===== src/rtl/wb_regfile_writer.sv =====
// Write-back initiator for the integer register file write port.
// Retired results from EXU/LSU are queued in a small in-order FIFO. The head
// entry drives the register file handshake and stays stable until it is
// accepted. Non-writing entries (wen=0 or rd=0) pass through without touching
// the register file. Each pop produces a registered commit pulse. Decode gets
// "busy" flags for source registers that still have a write pending.
module wb_regfile_writer #(
  parameter int DEPTH      = 2,
  parameter int ADDR_WIDTH = 5,
  parameter int DATA_WIDTH = 32
) (
  input  logic                     clock,
  input  logic                     reset,
  input  logic                     in_valid,
  output logic                     in_ready,
  input  logic                     in_wen,
  input  logic [ADDR_WIDTH-1:0]    in_rd,
  input  logic [DATA_WIDTH-1:0]    in_data,
  input  logic [31:0]              in_pc,
  output logic                     rf_valid,
  input  logic                     rf_ready,
  output logic [ADDR_WIDTH-1:0]    rf_waddr,
  output logic [DATA_WIDTH-1:0]    rf_wdata,
  input  logic [ADDR_WIDTH-1:0]    hz_raddr1,
  input  logic [ADDR_WIDTH-1:0]    hz_raddr2,
  output logic                     hz_busy1,
  output logic                     hz_busy2,
  output logic                     commit_valid,
  output logic [31:0]              commit_pc,
  output logic [$clog2(DEPTH):0]   pending_cnt
);

  localparam int PTR_W = $clog2(DEPTH);
  localparam int CNT_W = PTR_W + 1;

  // FIFO storage. Kept in flops: the hazard lookup needs every entry at once.
  logic                  entry_wen_reg  [DEPTH];
  logic [ADDR_WIDTH-1:0] entry_rd_reg   [DEPTH];
  logic [DATA_WIDTH-1:0] entry_data_reg [DEPTH];
  logic [31:0]           entry_pc_reg   [DEPTH];

  logic [PTR_W-1:0] wr_ptr_reg;
  logic [PTR_W-1:0] rd_ptr_reg;
  logic [CNT_W-1:0] count_reg;
  logic [CNT_W-1:0] count_next;

  logic        commit_valid_reg;
  logic [31:0] commit_pc_reg;

  logic full;
  logic empty;
  logic push;
  logic pop;
  logic in_wen_eff;
  logic head_wen;

  logic [DEPTH-1:0] match1;
  logic [DEPTH-1:0] match2;

  assign full       = (count_reg == CNT_W'(DEPTH));
  assign empty      = (count_reg == '0);
  assign in_wen_eff = in_wen && (in_rd != '0);
  assign head_wen   = entry_wen_reg[rd_ptr_reg];

  // No push while full, even when the head pops in the same cycle.
  assign in_ready = !reset && !full;
  assign push     = in_valid && in_ready;

  // Writing heads wait for the register file; non-writing heads drop at once.
  assign rf_valid = !reset && !empty && head_wen;
  assign rf_waddr = entry_rd_reg[rd_ptr_reg];
  assign rf_wdata = entry_data_reg[rd_ptr_reg];
  assign pop      = !empty && (head_wen ? rf_ready : 1'b1);

  assign pending_cnt  = count_reg;
  assign commit_valid = commit_valid_reg;
  assign commit_pc    = commit_pc_reg;

  // Occupancy update: simultaneous push and pop leaves the count unchanged.
  always_comb begin
    count_next = count_reg;
    if (push && !pop) begin
      count_next = count_reg + CNT_W'(1);
    end else if (pop && !push) begin
      count_next = count_reg - CNT_W'(1);
    end
  end

  // Pointers, occupancy and the registered commit pulse.
  always_ff @(posedge clock) begin
    if (reset) begin
      wr_ptr_reg       <= '0;
      rd_ptr_reg       <= '0;
      count_reg        <= '0;
      commit_valid_reg <= 1'b0;
      commit_pc_reg    <= '0;
    end else begin
      count_reg        <= count_next;
      commit_valid_reg <= pop;
      if (push) begin
        wr_ptr_reg <= wr_ptr_reg + PTR_W'(1);
      end
      if (pop) begin
        rd_ptr_reg    <= rd_ptr_reg + PTR_W'(1);
        commit_pc_reg <= entry_pc_reg[rd_ptr_reg];
      end
    end
  end

  // Entry payload; validity is tracked by count_reg so no reset is needed.
  always_ff @(posedge clock) begin
    if (push) begin
      entry_wen_reg[wr_ptr_reg]  <= in_wen_eff;
      entry_rd_reg[wr_ptr_reg]   <= in_rd;
      entry_data_reg[wr_ptr_reg] <= in_data;
      entry_pc_reg[wr_ptr_reg]   <= in_pc;
    end
  end

  // Per-entry hazard match: an entry is live when its distance from the read
  // pointer is below the occupancy, so stale slots never raise a flag.
  genvar gi;
  generate
    for (gi = 0; gi < DEPTH; gi++) begin : g_hazard
      logic [PTR_W-1:0] offset;
      logic             live;
      assign offset     = PTR_W'(gi) - rd_ptr_reg;
      assign live       = (CNT_W'(offset) < count_reg) && entry_wen_reg[gi];
      assign match1[gi] = live && (entry_rd_reg[gi] == hz_raddr1);
      assign match2[gi] = live && (entry_rd_reg[gi] == hz_raddr2);
    end
  endgenerate

  assign hz_busy1 = (hz_raddr1 != '0) && (|match1);
  assign hz_busy2 = (hz_raddr2 != '0) && (|match2);

endmodule

===== config.mk =====
export PLATFORM = sky130hd
export DESIGN_NAME = wb_regfile_writer
export DESIGN_NICKNAME = d
export VERILOG_FILES = /design/src/rtl/wb_regfile_writer.sv
export SDC_FILE = /design/constraint.sdc
export NUM_CORES = 1
export LEC_CHECK = 0
export CORE_ASPECT_RATIO = 1.4
export CORE_MARGIN = 2
export CORE_UTILIZATION = 53
export CTS_BUF_LIST = sky130_fd_sc_hd__clkbuf_16
export CTS_CLUSTER_SIZE = 8
export DETAILED_ROUTE_END_ITERATION = 6
export GPL_TIMING_DRIVEN = 0
export HOLD_SLACK_MARGIN = 0.08
export MAX_ROUTING_LAYER = met4
export PLACE_DENSITY = 0.94
export SYNTH_ARGS = -nofsm -noshare
export SYNTH_HDL_FRONTEND = slang
export SYNTH_SLANG_ARGS = --single-unit

===== constraint.sdc =====
create_clock -name clock -period 15.3 [get_ports clock]
set_input_delay 2.295 -clock clock [delete_from_list [all_inputs] [get_ports clock]]
set_output_delay 2.295 -clock clock [all_outputs]
set_load 0.1 [all_outputs]

==> metrics.txt <==
placed wire-length estimate=10100 µm; sequential share of the synthesized area=74.2%; Pleak=3.08 nW; Site Rows=48; Yosys cell types=30; hold-critical path depth=2; total core area=12300 µm²; Slew Limit Fails=0; I/O Pins=160; area of the multi-input gates=1600 µm²; wire length per cell=20.0 µm; placed cell areas=8540 µm²; Mapped Nets=481; required time of the critical path=13.01 ns; final setup fails=0; Tmin final=7.29 ns; count of yosys warnings during synthesis=0; Post-layout nets=661; Avg Vias per Cell=5.35; Mapped Area=6690 µm²; crit path DAT=5.00 ns; GPL Wtd Cong=0.888; hold crit path type=reg2reg; number of global-route vias before repair=4295; share of cells above drive strength 1=17.5%; CTS root buffer=clkbuf_16; fin crit share=47.7%; Max IR drop VDD=0.111 mV; Post-Layout Inst Area=9120 µm²; initial core utilization=54.3%; Fill cells=721; final cell count without fillers=738; GR Overflow Total=0; Detail Route Antenna Nets=0; Power Total=0.00189 W; clk slew on worst S/H paths=0.06 ns; Gate power share=44.3%; cts repair resizes=0; Slew @ Worst Pin=1.06 ns; Post-synth EDFFs=140; CTS buffer count=17; Primary FF master, synth=edfxtp_1; run status=completed; global-route wire length before repair=22200 µm; Fin. Hold Viols=0; # H-tree levels=4; Synth Register Bits=178; sequential power share=33.3%; CTS Hold Buffers Added=0; DP Worst Slack=8.05 ns; Port Buffers=158; clk buf depth=2; First-pass DRT Iterations=4; Relative slew margins=29.3%; Clock Skew=0.00973 ns; placed cells=707; Post-Route WL=14700 µm; Psw=0.000836 W; diode count=0; Setup crit start kind=input pin; power density cells=207 nW/µm²; GRT Overall Usage=22.6%; RSZ-0062 raised after global routing=no; antenna violations before repair=0; Sw Share=44.3%; CTS sink cnt=178; worst skew pair latency=0.42 ns; sequential cell area=4960 µm²; # Max-Cap Violations=0; post-CTS setup buffer count=0; Sum Neg Setup Slack=0 ns; internal power=0.00105 W; Die Height=137 µm; CP max FO=3; Avg Inst Size Synth=16.9 µm²; ys async rst share=0%; DR vias=3948; largest net degree at the start of global routing=55; CP endpoint kind=output port; Final WS setup=8.01 ns; Synth Instances=396; area growth from synthesis to layout=36.4%; WS Path Type=in2out; DRT iter0 DRCs=169; fmax=137 MHz; die area=13600 µm²; CTS tree=built; R2R depth=6; Die W=99.0 µm; Clock Power Share=22.4%; Remaining DRCs=0
metal layers:
layer | routed length [µm] | global-route usage (%) | up-vias | part of all wire [%]
met4 | 503 | 10.8 | 0 | 3.4
met1 | 5460 | 24.3 | 1918 | 37
met2 | 8080 | 39.6 | 141 | 55
met5 | 0 | - | - | 0
li1 | - | - | 1857 | -
met3 | 681 | 4.80 | 32 | 4.6
area by class of cell:
| cell class | count | area share (%) |
|---|---|---|
| buffer | 21 | 1.32 |
| clock buffer | 17 | 4.66 |
| clock inverter | 14 | 1.67 |
| inverter | 3 | 0.123 |
| multi-input combinational | 194 | 17.6 |
| sequential | 178 | 54.4 |
| tap | 150 | 2.06 |
| timing repair buffer | 161 | 18.2 |
cell usage after synthesis, types with 3 or more instances:
master / n / share of area, %
clkbuf_1: 5 / 0.28
or4_1: 4 / 0.45
mux2_2: 37 / 6.2
a211oi_1: 22 / 2.5
a211oi_2: 11 / 2.1
xor2_1: 12 / 1.6
buf_2: 12 / 0.90
a21oi_1: 5 / 0.37
dfxtp_1: 38 / 11
nor3_1: 3 / 0.22
xnor2_1: 12 / 1.6
edfxtp_1: 140 / 63
nor2_1: 40 / 2.2
inv_1: 3 / 0.17
mux2i_1: 33 / 4.9
power by group through the flow:
stage	logic [W]	clock network, W	registers, W
floorplan	0.000353	0	0.000916
global placement	0.000817	0	0.000636
detailed placement	0.000836	0	0.000637
CTS	0.000840	0.000428	0.000629
global route	0.000863	0.000445	0.000635
finish	0.000837	0.000422	0.000628
metrics by stage:
| stage | util (%) | hold WS, ns |
|---|---|---|
| after detailed placement | 69.4 | 0.495 |
| final | 74.1 | 0.502 |
| after global placement | 68.7 | 0.488 |
| after CTS | 74.1 | 0.512 |
| after floorplan | - | 0.498 |
| after global routing | 74.1 | 0.525 |
worst max-delay path, cell delays in order:
cell and delay, ns:
clkdlybuf4s50_1 0.55, xnor2_1 0.17, nand3_1 0.14, or4_1 0.50, a21oi_1 0.19, clkdlybuf4s50_1 1.15
cell usage in the layout, fill, tap and decap left out, types with 3 or more instances in the layout:
cell type and count:
a211oi_1 22, a211oi_2 11, a21oi_1 5, buf_2 12, clkbuf_1 5, clkbuf_16 17
clkdlybuf4s50_1 158, dfxtp_1 38, edfxtp_1 140, inv_1 4, inv_6 5, mux2_2 37
mux2i_1 33, nor2_1 40, nor3_1 3, or4_1 4, xnor2_1 12, xor2_1 12
cell families (layout without fill, tap and decap cells):
kind of cell | count (synthesis) | in the layout | share of synthesized area (%)
simple gates | 57 | 57 | 3.96
xor+xnor | 24 | 24 | 3.14
buf+inv | 24 | 216 | 1.96
compound gates | 42 | 42 | 5.37
flops | 178 | 178 | 74.2
mux | 70 | 70 | 11.2
fa+ha+maj | 1 | 1 | 0.187
final timing paths:
kind / slack (ns) / startpoint / to
min reg2reg: 0.50 / commit_pc[28] / commit_pc[28]
max reg2reg: 12.94 / pending_cnt[0] / entry_data_reg[0][4]
min: 0.50 / commit_pc[28] / commit_pc[28]
max: 8.01 / hz_raddr1[2] / hz_busy1
(Power assumes the default switching activity.)
